## config.mk

```make
export PLATFORM = sky130hd
export DESIGN_NAME = arbiter_rr_4
export DESIGN_NICKNAME = d
export VERILOG_FILES = /design/src/rtl/arbiter_pkg.sv /design/src/rtl/rr_pick_4.sv /design/src/rtl/arbiter_rr_4.sv
export SDC_FILE = /design/constraint.sdc
export NUM_CORES = 1
export LEC_CHECK = 0
export CAP_MARGIN = 20
export CORE_ASPECT_RATIO = 0.7
export CORE_MARGIN = 2
export CORE_UTILIZATION = 54
export DETAILED_ROUTE_END_ITERATION = 8
export MAX_ROUTING_LAYER = met4
export PLACE_DENSITY = 0.79
export SYNTH_ARGS = -nofsm -noshare
export SYNTH_HDL_FRONTEND = slang
export SYNTH_HIERARCHICAL = 1
export SYNTH_SLANG_ARGS = --single-unit
```

## constraint.sdc

```tcl
create_clock -name clk -period 5.5 [get_ports clk]
set_input_delay 0.55 -clock clk [delete_from_list [all_inputs] [get_ports clk]]
set_output_delay 0.55 -clock clk [all_outputs]
set_load 0.02 [all_outputs]
```

## src/rtl/arbiter_pkg.sv

```systemverilog
// Shared constants and state encoding for the 4-channel round-robin arbiter.
package arbiter_pkg;

    localparam int unsigned NCH  = 4;
    localparam int unsigned SELW = 2;
    localparam int unsigned CNTW = 8;

    localparam logic ST_IDLE  = 1'b0;
    localparam logic ST_GRANT = 1'b1;

    typedef enum logic {
        S_IDLE  = ST_IDLE,
        S_GRANT = ST_GRANT
    } state_e;

endpackage

```

## src/rtl/rr_pick_4.sv

```systemverilog
// Combinational round-robin search: first asserted request after 'start',
// wrapping modulo 4, so 'start' itself is considered last.
module rr_pick_4
    import arbiter_pkg::*;
(
    input  logic [NCH-1:0]  req,
    input  logic [SELW-1:0] start,
    output logic [SELW-1:0] win,
    output logic            any
);

    logic [SELW-1:0] idx;

    // Walk from the farthest offset down so the nearest hit wins.
    always_comb begin
        win = start;
        any = 1'b0;
        idx = start;
        for (int i = int'(NCH); i > 0; i--) begin
            idx = start + SELW'(i);
            if (req[idx]) begin
                win = idx;
                any = 1'b1;
            end
        end
    end

endmodule

```

## src/rtl/arbiter_rr_4.sv

```systemverilog
// Round-robin arbiter with burst limit steering a 4:1 mux select and running
// the valid/ready handshake toward the consumer.
module arbiter_rr_4
    import arbiter_pkg::*;
#(
    parameter int unsigned BURST = 4
) (
    input  logic            clk,
    input  logic            rst_n,
    input  logic [NCH-1:0]  req,
    input  logic            ready,
    output logic [SELW-1:0] sel,
    output logic            valid,
    output logic [NCH-1:0]  ack,
    output logic            busy
);

    localparam int unsigned CW1 = CNTW + 1;

    state_e          state, state_d;
    logic [SELW-1:0] sel_d, ptr, ptr_d, start, win;
    logic [CNTW-1:0] cnt, cnt_d;
    logic            any, xfer, last_beat;

    // In GRANT ptr equals sel, so the search always starts after the last winner.
    assign start = (state == S_GRANT) ? sel : ptr;

    rr_pick_4 u_pick (
        .req   (req),
        .start (start),
        .win   (win),
        .any   (any)
    );

    always_comb begin
        busy      = (state == S_GRANT);
        valid     = busy & req[sel];
        xfer      = valid & ready;
        ack       = xfer ? (NCH'(1) << sel) : '0;
        last_beat = (CW1'(cnt) + CW1'(1)) == CW1'(BURST);
    end

    always_comb begin
        state_d = state;
        sel_d   = sel;
        ptr_d   = ptr;
        cnt_d   = cnt;
        case (state)
            S_IDLE: begin
                if (any) begin
                    state_d = S_GRANT;
                    sel_d   = win;
                    ptr_d   = win;
                    cnt_d   = '0;
                end
            end
            S_GRANT: begin
                if (!req[sel] || (xfer && last_beat)) begin
                    cnt_d = '0;
                    if (any) begin
                        sel_d = win;
                        ptr_d = win;
                    end else begin
                        state_d = S_IDLE;
                    end
                end else if (xfer) begin
                    cnt_d = cnt + CNTW'(1);
                end
            end
            default: state_d = S_IDLE;
        endcase
    end

    always_ff @(posedge clk or negedge rst_n) begin
        if (!rst_n) begin
            state <= S_IDLE;
            sel   <= '0;
            ptr   <= '1;
            cnt   <= '0;
        end else begin
            state <= state_d;
            sel   <= sel_d;
            ptr   <= ptr_d;
            cnt   <= cnt_d;
        end
    end

endmodule

```

Yosys cells after proc, flatten, opt, wreduce, memory -nomap -nowiden
Cells that the tools add are included.
{"block": "classes", "muxes": 32, "bitwise": 3, "n_shift": 1, "reduce_logical": 4, "addsub": 5, "eq_ne": 4, "order_cmp": 5}
{"cell": "two-way mux 8 bit", "count": 3}
{"cell": "two-way mux 2 bit", "count": 8}
{"cell": "case mux 8 bit (2 select lines)", "count": 1}
{"cell": "< comparator 2 x 3 -> 1 bit (second input constant)", "count": 5}
{"cell": "two-way mux 1 bit", "count": 11}
{"cell": "binary-select mux 1 bit (select 2 bit)", "count": 5}
{"cell": "adder 8 x 1 -> 9 bit (second input constant)", "count": 1}
{"cell": "equality test 9 x 3 -> 1 bit (second input constant)", "count": 1}
{"cell": "adder 8 x 1 -> 8 bit (second input constant)", "count": 1}
{"cell": "case mux 2 bit (2 select lines)", "count": 2}
{"cell": "adder 2 bit (second input constant)", "count": 2}
{"cell": "two-way mux 4 bit", "count": 1}
{"cell": "left shift 1 x 2 -> 4 bit (first input constant)", "count": 1}
{"cell": "!= test 3 x 1 -> 1 bit (second input constant)", "count": 1}
{"cell": "adder 2 x 1 -> 2 bit (second input constant)", "count": 1}
{"cell": "AND 1 bit", "count": 2}
{"cell": "!= test 2 x 1 -> 1 bit (second input constant)", "count": 1}
{"cell": "!= test 2 bit (second input constant)", "count": 1}
{"cell": "case mux 1 bit (2 select lines)", "count": 1}
{"cell": "AND reduction 2 bit", "count": 1}
{"cell": "logical AND 1 bit", "count": 1}
{"cell": "zero test 1 bit", "count": 1}
{"cell": "logical OR 1 bit", "count": 1}
{"cell": "NOT 1 bit", "count": 1}
{"block": "word_totals", "output_inout_bits": 8, "register_bits": 13, "inputBits": 7, "word_cells": 58}

Depth between registers and ports, before layout
{"block": "depth", "depth_word": 10, "depth_mapped": 9}

By module
Netlist, hierarchy kept.
{"mod": "arbiter_rr_4", "cells_per_inst": 103, "seq_area_each_um2": 327.8, "instances": 1, "area_per_inst_um2": 970.9}
{"mod": "rr_pick_4", "cells_per_inst": 14, "seq_area_each_um2": 0.0, "instances": 1, "area_per_inst_um2": 82.6}

Worst setup path after synthesis
Ideal clock, no wire load.
{"block": "synth_timing", "path_kind": "flip-flop to output port", "start": "register sel[1]", "end": "output ack[2]", "stages_incl_launch_ff": 6, "path_buffers": 1, "t_required_ps": 4950, "arrival_time_ps": 1652, "setup_slack_ps": 3298, "cell_sequence": "dfrtp_1 > buf_6 > mux2i_4 > o22ai_4 > nand2_2 > nor3b_1"}
{"block": "synth_between", "elab_chain_len": 5, "elab_cells_between_ends": 6}
{"element": "start: declaration", "line": "arbiter_rr_4.sv:12", "rtl": "output logic [SELW-1:0] sel,"}
{"element": "start signal: assignment", "line": "arbiter_rr_4.sv:82", "rtl": "sel <= sel_d;"}
{"element": "binary-select mux 1 bit (select 2 bit)", "line": "arbiter_rr_4.sv:37", "rtl": "valid = busy & req[sel];"}
{"element": "two-way mux 1 bit (implied by the code)", "line": "arbiter_rr_4.sv:37"}
{"element": "AND 1 bit", "line": "arbiter_rr_4.sv:37"}
{"element": "AND 1 bit", "line": "arbiter_rr_4.sv:38", "rtl": "xfer = valid & ready;"}
{"element": "two-way mux 4 bit *", "line": "arbiter_rr_4.sv:39", "rtl": "ack = xfer ? (NCH'(1) << sel) : '0;"}
{"element": "end: declaration", "line": "arbiter_rr_4.sv:14", "rtl": "output logic [NCH-1:0] ack,"}
Every way passes the cells marked *; elsewhere a longest branch is shown, timed or not. The select of a mux whose other input is x is not followed.

Final worst setup path
{"block": "layout_timing", "start": "input req[3]", "end": "output ack[2]"}
{"block": "layout_between", "elab_chain_len": 5}
{"element": "start: declaration", "line": "arbiter_rr_4.sv:10", "rtl": "input logic [NCH-1:0] req,"}
{"element": "binary-select mux 1 bit (select 2 bit)", "line": "arbiter_rr_4.sv:37"}
{"element": "two-way mux 1 bit (implied by the code)", "line": "arbiter_rr_4.sv:37"}
{"element": "AND 1 bit", "line": "arbiter_rr_4.sv:37"}
{"element": "AND 1 bit", "line": "arbiter_rr_4.sv:38"}
{"element": "two-way mux 4 bit", "line": "arbiter_rr_4.sv:39"}
Every way passes these cells. The select of a mux whose other input is x is not followed.

==> summary.txt <==
Status: complete, no violations
Slowest CP cell: clkdlybuf4s50_1
Total clock buffers created by CTS: 3
EDFF count, synth: 0
Netlist Area Pre-Place: 0.001054 sq mm
Min-delay worst type: reg2reg
Antenna violation net count after detailed routing: 0
Worst clock skew: 0.003403 ns
PortBufs: 14
Crit-path cells: clkdlybuf4s50_1 -> mux2i_4 -> o22ai_4 -> nand2_2 -> nor3b_1 -> clkdlybuf4s50_1
Setup crit end kind: primary output
First-pass GRT wire length: 3684 um
RSZ-0062 raised after global routing: no
Startpoint types: input pin
Net Sw Power: 212.2 uW
Max-slew violation count: 0
Combinational fraction of design power: 55.5%
Syn_nets: 126
Worst Path Buf+Inv: 2
Asr flop ratio synth: 100.0%
Root buffer cell: clkbuf_4
Via Count: 891
Period minus WS final: 3.247 ns
Most used cell, CP: clkdlybuf4s50_1
CTS tree: done
Worst EP arrival: 2.70 ns
P_leak: 0.0004870 uW
Clk_lat worst skew: 0.28 ns
Clock Sink Count: 13
Slew margin rel.: 59.47%
Vias in the first global route: 824
Synth cell types: 48
Height of the die: 40.96 um
Clk pwr share: 12.2%
# fillers: 174
Num rows: 13
Layout cells sized above 1: 16.15%
Worst Hold Launch: cnt[7]
Yosys Warn Count: 6
Per-cell routed wire length: 15.07 um
Sequential area share after synthesis: 31.12%
First-iteration detailed-routing DRC count: 19
Largest net degree at the start of global routing: 14
H-Tree Level Count: 1
Setup tns final: 0 ns
Vias per inst: 5.862
Post-CTS setup buffers: 0
Endpoints failing hold: 0
Layout area overhead: 14.25%
Max-Cap Viols: 0
Boundary pin count: 15
Clock buffer depth: 2
Slew @ Worst Pin: 0.6060 ns
Fmax: 0.3080 GHz
Initial antenna violation count: 0
Die width: 56.79 um
Yosys reg bits: 13
Final Net Count: 140
Hold_buf cts: 0
# DRC: 0
Initial Util: 56.82%
WP data required: 4.95 ns
Critical path peak fanout: 13
Sequential share of power: 32.3%
Hpwl dp: 1731 um
Global route overflow: 0
Clock-pin slew on the worst setup and hold paths: 0.08 ns
P_int: 285.2 uW
Final WL: 2290 um
Average size of a mapped cell: 9.004 sq um
GRT Util Overall: 22.48%
Core Region: 0.001854 sq mm
Worst Slack Setup Final: 2.253 ns
Hold WS: 0.5617 ns
Post-CTS sizing: 0
CP Class: in2out
CP delay by family, top: buffers and inverters
Sw frac: 42.65%
Crit path largest cell delay: 0.65 ns
Pre-CTS setup slack: 2.265 ns
Final setup violation count: 0
Gpl congestion: 0.8300
VDD IR max: 0.0002857 V
Die ar.: 0.002326 sq mm
Initial DRT Pass Iterations: 4
Critical Path Start: req[3]
Worst r2r src: sel[1]
Pwr/cell area: 413.2 mW/mm^2
Cells after synthesis: 117
Top_reg_cell synth: dfrtp_1
# diodes: 0
Fin crit share: 59.03%
==> per-layer routing <==
metal	vias up	part of all wire [%]	track usage (%)
met4	0	1.1	7.558
met3	4	4.8	5.678
li1	453	-	-
met2	19	44	37.50
met5	-	0	-
met1	415	50	27.67
==> cell usage after synthesis, types with 2 or more instances <==
cell | number | area (sq um)
and2b_1 | 2 | 15.01
mux2i_1 | 6 | 60.06
nor2_1 | 5 | 18.77
dfrtp_1 | 11 | 275.3
a221oi_1 | 3 | 26.28
dfstp_2 | 2 | 52.55
buf_6 | 3 | 33.78
a21oi_1 | 4 | 20.02
inv_1 | 8 | 30.03
and2_4 | 3 | 26.28
o21ai_0 | 6 | 30.03
nand2_1 | 16 | 60.06
nor3_1 | 6 | 30.03
buf_2 | 2 | 10.01
and2_2 | 2 | 15.01
o21a_1 | 2 | 15.01
o21ai_1 | 4 | 20.02
ha_1 | 2 | 25.02
==> metrics by stage <==
step	instances	utilization [%]	total power, uW	area (sq um)
6_report	152	64.91	497.4	1204
4_1_cts	152	64.91	500.8	1204
5_1_grt	152	64.91	537.1	1204
3_3_place_gp	148	63.50	431.7	1177
2_1_floorplan	117	-	377.4	1054
3_5_place_dp	148	63.50	437.9	1177
==> cells by family after synthesis <==
logic type / count (synthesis) / share of synthesized area, %
AOI/OAI and AO/OA: 30 / 23.16
DFF: 13 / 31.12
adders and majority gates: 2 / 2.375
xor gates and xnor gates: 1 / 0.8315
muxes: 9 / 10.21
buffers and inverters: 13 / 7.007
and+or+nand+nor: 49 / 25.30
==> path summary, 6_finish.rpt <==
kind	slack (ns)	end	cells after the start
min in group asynchronous	0.64	cnt[4]	1
setup reg to reg	3.49	ptr[0]	8
max in group asynchronous	4.46	cnt[5]	1
setup / recovery	2.25	ack[2]	6
hold reg to reg	0.56	cnt[7]	1
hold / removal	0.56	cnt[7]	1
==> worst register-to-register path: stages, from the launching register on <==
cell,delay [ns]
dfrtp_1,0.60
mux2_2,0.32
mux2i_1,0.20
nor2_1,0.06
a221o_1,0.27
nand2_1,0.09
nor2_1,0.06
a221oi_1,0.23
nand2_1,0.10
==> power groups by stage <==
stage                     clock [uW]  sequential [uW]  combinational [uW]
after global routing            64.3              166                 307
after detailed placement           0              163                 275
after global placement             0              161                 271
after CTS                       63.4              161                 277
after floorplan                    0              156                 222
final                           60.7              161                 276
==> cells in the final DEF, fill, tap and decap left out, drive strengths merged, types with 4 or more instances in the layout <==
master / n
clkbuf: 4
a21oi: 4
inv: 8
nand2: 17
nor3: 6
dfrtp: 11
nor2: 5
clkdlybuf4s50: 14
mux2i: 8
a221oi: 4
o21ai: 10
and2: 5
==> flip-flops by register name, summed over array words and instances, names as in the netlist <==
signal / cells
cnt: 8
busy: 1
sel: 2
ptr: 2
==> final cells by class <==
class / instances / area, sq um / share of cell area (%)
inverter: 8 / 30.03 / 2.495
timing repair buffer: 14 / 140.1 / 11.64
tap: 22 / 27.53 / 2.287
multi-input combinational: 91 / 651.9 / 54.16
clock buffer: 4 / 26.28 / 2.183
sequential: 13 / 327.8 / 27.23
No activity file was read; power rests on OpenSTA's default activity.
==> RTL edit 1 (same flow settings) <==
Set the package constant `SELW` to 3 (it was 2).
--- a/src/rtl/arbiter_pkg.sv
+++ b/src/rtl/arbiter_pkg.sv
@@ -2,7 +2,7 @@
 package arbiter_pkg;
 
     localparam int unsigned NCH  = 4;
-    localparam int unsigned SELW = 2;
+    localparam int unsigned SELW = 3;
     localparam int unsigned CNTW = 8;
 
     localparam logic ST_IDLE  = 1'b0;
Ports: changed (resized sel); port bits go from 15 to 16. The function was not compared with the original's and may differ.
==> RTL edit 1 against the unedited design <==
  * Sequential share of layout area increased by 0.54 points
  * Wire length increased by 18%
  * Die area increased by 11%
  * Cell area increased by 13%
  * Synthesized area increased by 12%
  * Sequential cell count increased by 2
  * Total power increased by 60%
  * Via count increased by 17%
  * Setup slack got worse by 0.064 ns
  * Sequential power increased by 24%
==> RTL edit 1: results <==
export IMPL_io_buffers=15
export IMPL_cp_arrival_ns=3.48
export IMPL_synth_compound_area_share_pct=18.8
export IMPL_yosys_area_share_adder_pct=4.24
export IMPL_worstPathMaxFanout=11
export IMPL_outcome="complete, no violations"
export IMPL_whs_ns=0.602
export IMPL_critPathTopFamily="compound AO/OA/AOI/OAI gates"
export IMPL_drt_iter0_markers=40
export IMPL_leakagePower_nw=0.563
export IMPL_worst_pin_slew_ns=0.785
export IMPL_synth_cell_types=44
export IMPL_via_per_inst=6.42
export IMPL_whs_path_depth=2
export IMPL_fin_skew_ns=0.00543
export IMPL_synth_area_mux_share_pct=18.0
export IMPL_grt_max_degree=16
export IMPL_synth_area_leaders="dfrtp_1, mux2_2, dfstp_2"
export IMPL_gp_congestion=0.906
export IMPL_post_cts_buffers=0
export IMPL_vdd_drop_max_mv=0.347
export IMPL_track_usage_pct=24.8
export IMPL_rrSetupSlack_ns=2.19
export IMPL_r2r_end="cnt[4]"
export IMPL_slowest_stage="o2bb2ai_1"
export IMPL_nets=150
export IMPL_seq_area_frac_synth_pct=32.1
export IMPL_synth_commonest_cells="dfrtp_1, nand2_1, mux2_2"
export IMPL_wl_per_cell_microns=16.7
export IMPL_crit_path_max_incr_delay_ns=0.67
export IMPL_grt_pass1_vias=950
export IMPL_largestRegisters="cnt: 8 flops, ptr: 3 flops, sel: 3 flops"
export IMPL_netSwitchingFraction_pct=45.0
==> RTL edit 1: changes by cell type in the layout (fill, tap and decap cells not counted), moves of 4 or more <==
cell	unedited run	this run
inv_1	8	4
mux2_2	1	9
nand2_1	16	11
nand3_1	1	5
==> RTL edit 1: power groups by stage <==
stage / sequential (mW) / clock [mW] / combinational, mW
6_report: 0.199 / 0.0646 / 0.532
5_1_grt: 0.207 / 0.0739 / 0.578
4_1_cts: 0.199 / 0.0668 / 0.529
3_5_place_dp: 0.200 / 0 / 0.525
3_3_place_gp: 0.198 / 0 / 0.507
2_1_floorplan: 0.198 / 0 / 0.398
==> RTL edit 1: kinds of logic after synthesis <==
logic type                 count (synthesis)
AOI/OAI and AO/OA                         30
adders and majority gates                  4
muxes                                     16
buffers and inverters                     10
xor gates and xnor gates                   5
DFF                                       15
and+or+nand+nor                           43
==> RTL edit 1: layout make-up <==
cell class                 instances  area (sq um)
fill                             157           737
multi-input combinational         98           752
clock inverter                     1          5.00
timing repair buffer              16           158
sequential                        15           379
inverter                           5          18.8
tap                               24          30.0
clock buffer                       3          22.5
==> RTL edit 1: through the flow <==
stage / utilization [%] / std cells
6_report: 64.9 / 162
5_1_grt: 64.9 / 162
4_1_cts: 64.9 / 162
3_5_place_dp: 63.6 / 158
3_3_place_gp: 63.6 / 158
2_1_floorplan: - / 123
==> RTL edit 1: worst max-delay path by stage <==
stage / from / endpoint / slack, ns / depth (start not counted)
after floorplan: busy / cnt[7] / 2.82 / 11
after global placement: sel[0] / cnt[7] / 2.31 / 11
after detailed placement: req[3] / ack[1] / 2.19 / 7
after CTS: sel[0] / cnt[4] / 2.19 / 11
after global routing: sel[0] / cnt[4] / 1.80 / 11
final: sel[1] / cnt[4] / 2.19 / 9
==> RTL edit 1: tightest hold or removal path: cells and delay by family, from the launching register on <==
family	cells	cell delay, ns
AOI/OAI and AO/OA	2	0.15
DFF	1	0.42
==> RTL edit 1: layer usage <==
| metal | vias up | wire [microns] | GRT usage, % |
|---|---|---|---|
| met4 | 0 | 42 | 7.11 |
| li1 | 487 | - | - |
| met2 | 46 | 1160 | 33.3 |
| met1 | 499 | 1300 | 36.3 |
| met5 | - | 0 | - |
| met3 | 8 | 198 | 6.71 |
==> RTL edit 2 (same flow settings) <==
Without the edit above. Make the reset (`rst_n`) synchronous in one clocked block.
--- a/src/rtl/arbiter_rr_4.sv
+++ b/src/rtl/arbiter_rr_4.sv
@@ -71,7 +71,7 @@
         endcase
     end
 
-    always_ff @(posedge clk or negedge rst_n) begin
+    always_ff @(posedge clk) begin
         if (!rst_n) begin
             state <= S_IDLE;
             sel   <= '0;
Check against the original RTL: differs if rst_n is asserted again (counterexample within 4 cycles, from zero or initial values and one cycle with rst_n low); with rst_n held inactive, the same outputs for 10 cycles.
==> RTL edit 2 against the unedited design <==
  * Wire length decreased by 9.6%
  * Via count increased by 2.5%
  * Synthesized area decreased by 12%
  * Setup slack improved by 0.15 ns
  * Cell area decreased by 9.0%
  * Sequential cell count unchanged
Power is not compared: it rests on default switching activity, and its combinational part moved more than twofold at a synthesized area within 25%.
==> RTL edit 2: results <==
export IMPL_drt_iter0_markers=24
export IMPL_synth_cell_types=44
export IMPL_max_freq_mhz=323
export IMPL_dpl_hpwl_microns=1590
export IMPL_seq_area_frac_synth_pct=28.1
export IMPL_met2_usage_pct=42.0
export IMPL_postSynthNetCount=125
export IMPL_grtUsageMet1_pct=28.7
export IMPL_whs_path_depth=2
export IMPL_fin_skew_ns=0.00359
export IMPL_post_place_ws_ns=2.40
export IMPL_rrSetupSlack_ns=3.47
export IMPL_nets=141
export IMPL_grt_max_degree=15
export IMPL_avgSynthCellArea_sq_um=7.97
export IMPL_vias=913
export IMPL_met2WireLength_microns=905
export IMPL_drive_above_1_share_pct=11.5
export IMPL_track_usage_pct=24.3
export IMPL_reg2regPathDepth=7
export IMPL_synthArstFlopShare_pct=0
export IMPL_grt_pass1_vias=793
export IMPL_gp_congestion=0.900
export IMPL_synth_area_leaders="dfxtp_1, a21oi_1, nand2_1"
export IMPL_grt_util_met3_pct=6.98
export IMPL_outcome="complete, no violations"
export IMPL_worstPathMaxFanout=6
export IMPL_wl_per_cell_microns=13.6
export IMPL_dr_wl_met3_microns=134
RTL edit 2: cell types whose count changed after synthesis, sizes merged, moves of 3 or more:
cell,delta
nor2b,+3
a221oi,-4
dfxtp,+13
nor2,+4
mux2i,-5
nand3,+6
and2,-4
nand2,-5
dfrtp,-11
a21oi,+5
RTL edit 2: path summary, 6_finish.rpt:
| path | startpoint | endpoint |
|---|---|---|
| max | req[0] | ack[1] |
| max reg2reg | sel[1] | cnt[0] |
| min | ptr[0] | ptr[0] |
| min reg2reg | ptr[0] | ptr[0] |
RTL edit 2: logic make-up (layout without fill, tap and decap cells):
group	Yosys count	in the layout	synth area share [%]
xor gates and xnor gates	1	1	0.947
and+or+nand+nor	56	56	36.0
DFF	13	13	28.1
adders and majority gates	2	2	2.71
buffers and inverters	12	27	6.90
AOI/OAI and AO/OA	28	28	19.5
muxes	4	4	5.82
RTL edit 2: through the flow:
step	hold slack (ns)	instance area, sq um	total power, mW	utilization (%)
finish	0.486	1090	0.258	68.8
global route	0.533	1090	0.272	68.8
CTS	0.489	1090	0.259	68.8
detailed placement	0.467	1070	0.200	67.1
global placement	0.462	1070	0.198	67.1
floorplan	0.446	925	0.174	-
RTL edit 2: area by class of cell:
type                            instances  area [sq um]  area share (%)
Clock buffer                            3          22.5            2.06
Clock inverter                          1          5.00           0.457
Inverter                                8          32.5            2.97
Multi-Input combinational cell         91           601            54.9
Sequential cell                        13           260            23.8
Tap cell                               21          26.3            2.40
Timing Repair Buffer                   15           148            13.5
RTL edit 2: critical path, delay by kind of cell:
family / cells / cell delay, ns
buf+inv: 3 / 1.34
simple gates: 4 / 0.54
mux: 1 / 0.12
RTL edit 2: report_power, final:
part	switching [mW]	total, mW	internal, mW
clock network	0.0321	0.0591	0.0270
logic	0.0467	0.0873	0.0406
registers	0.0102	0.111	0.101
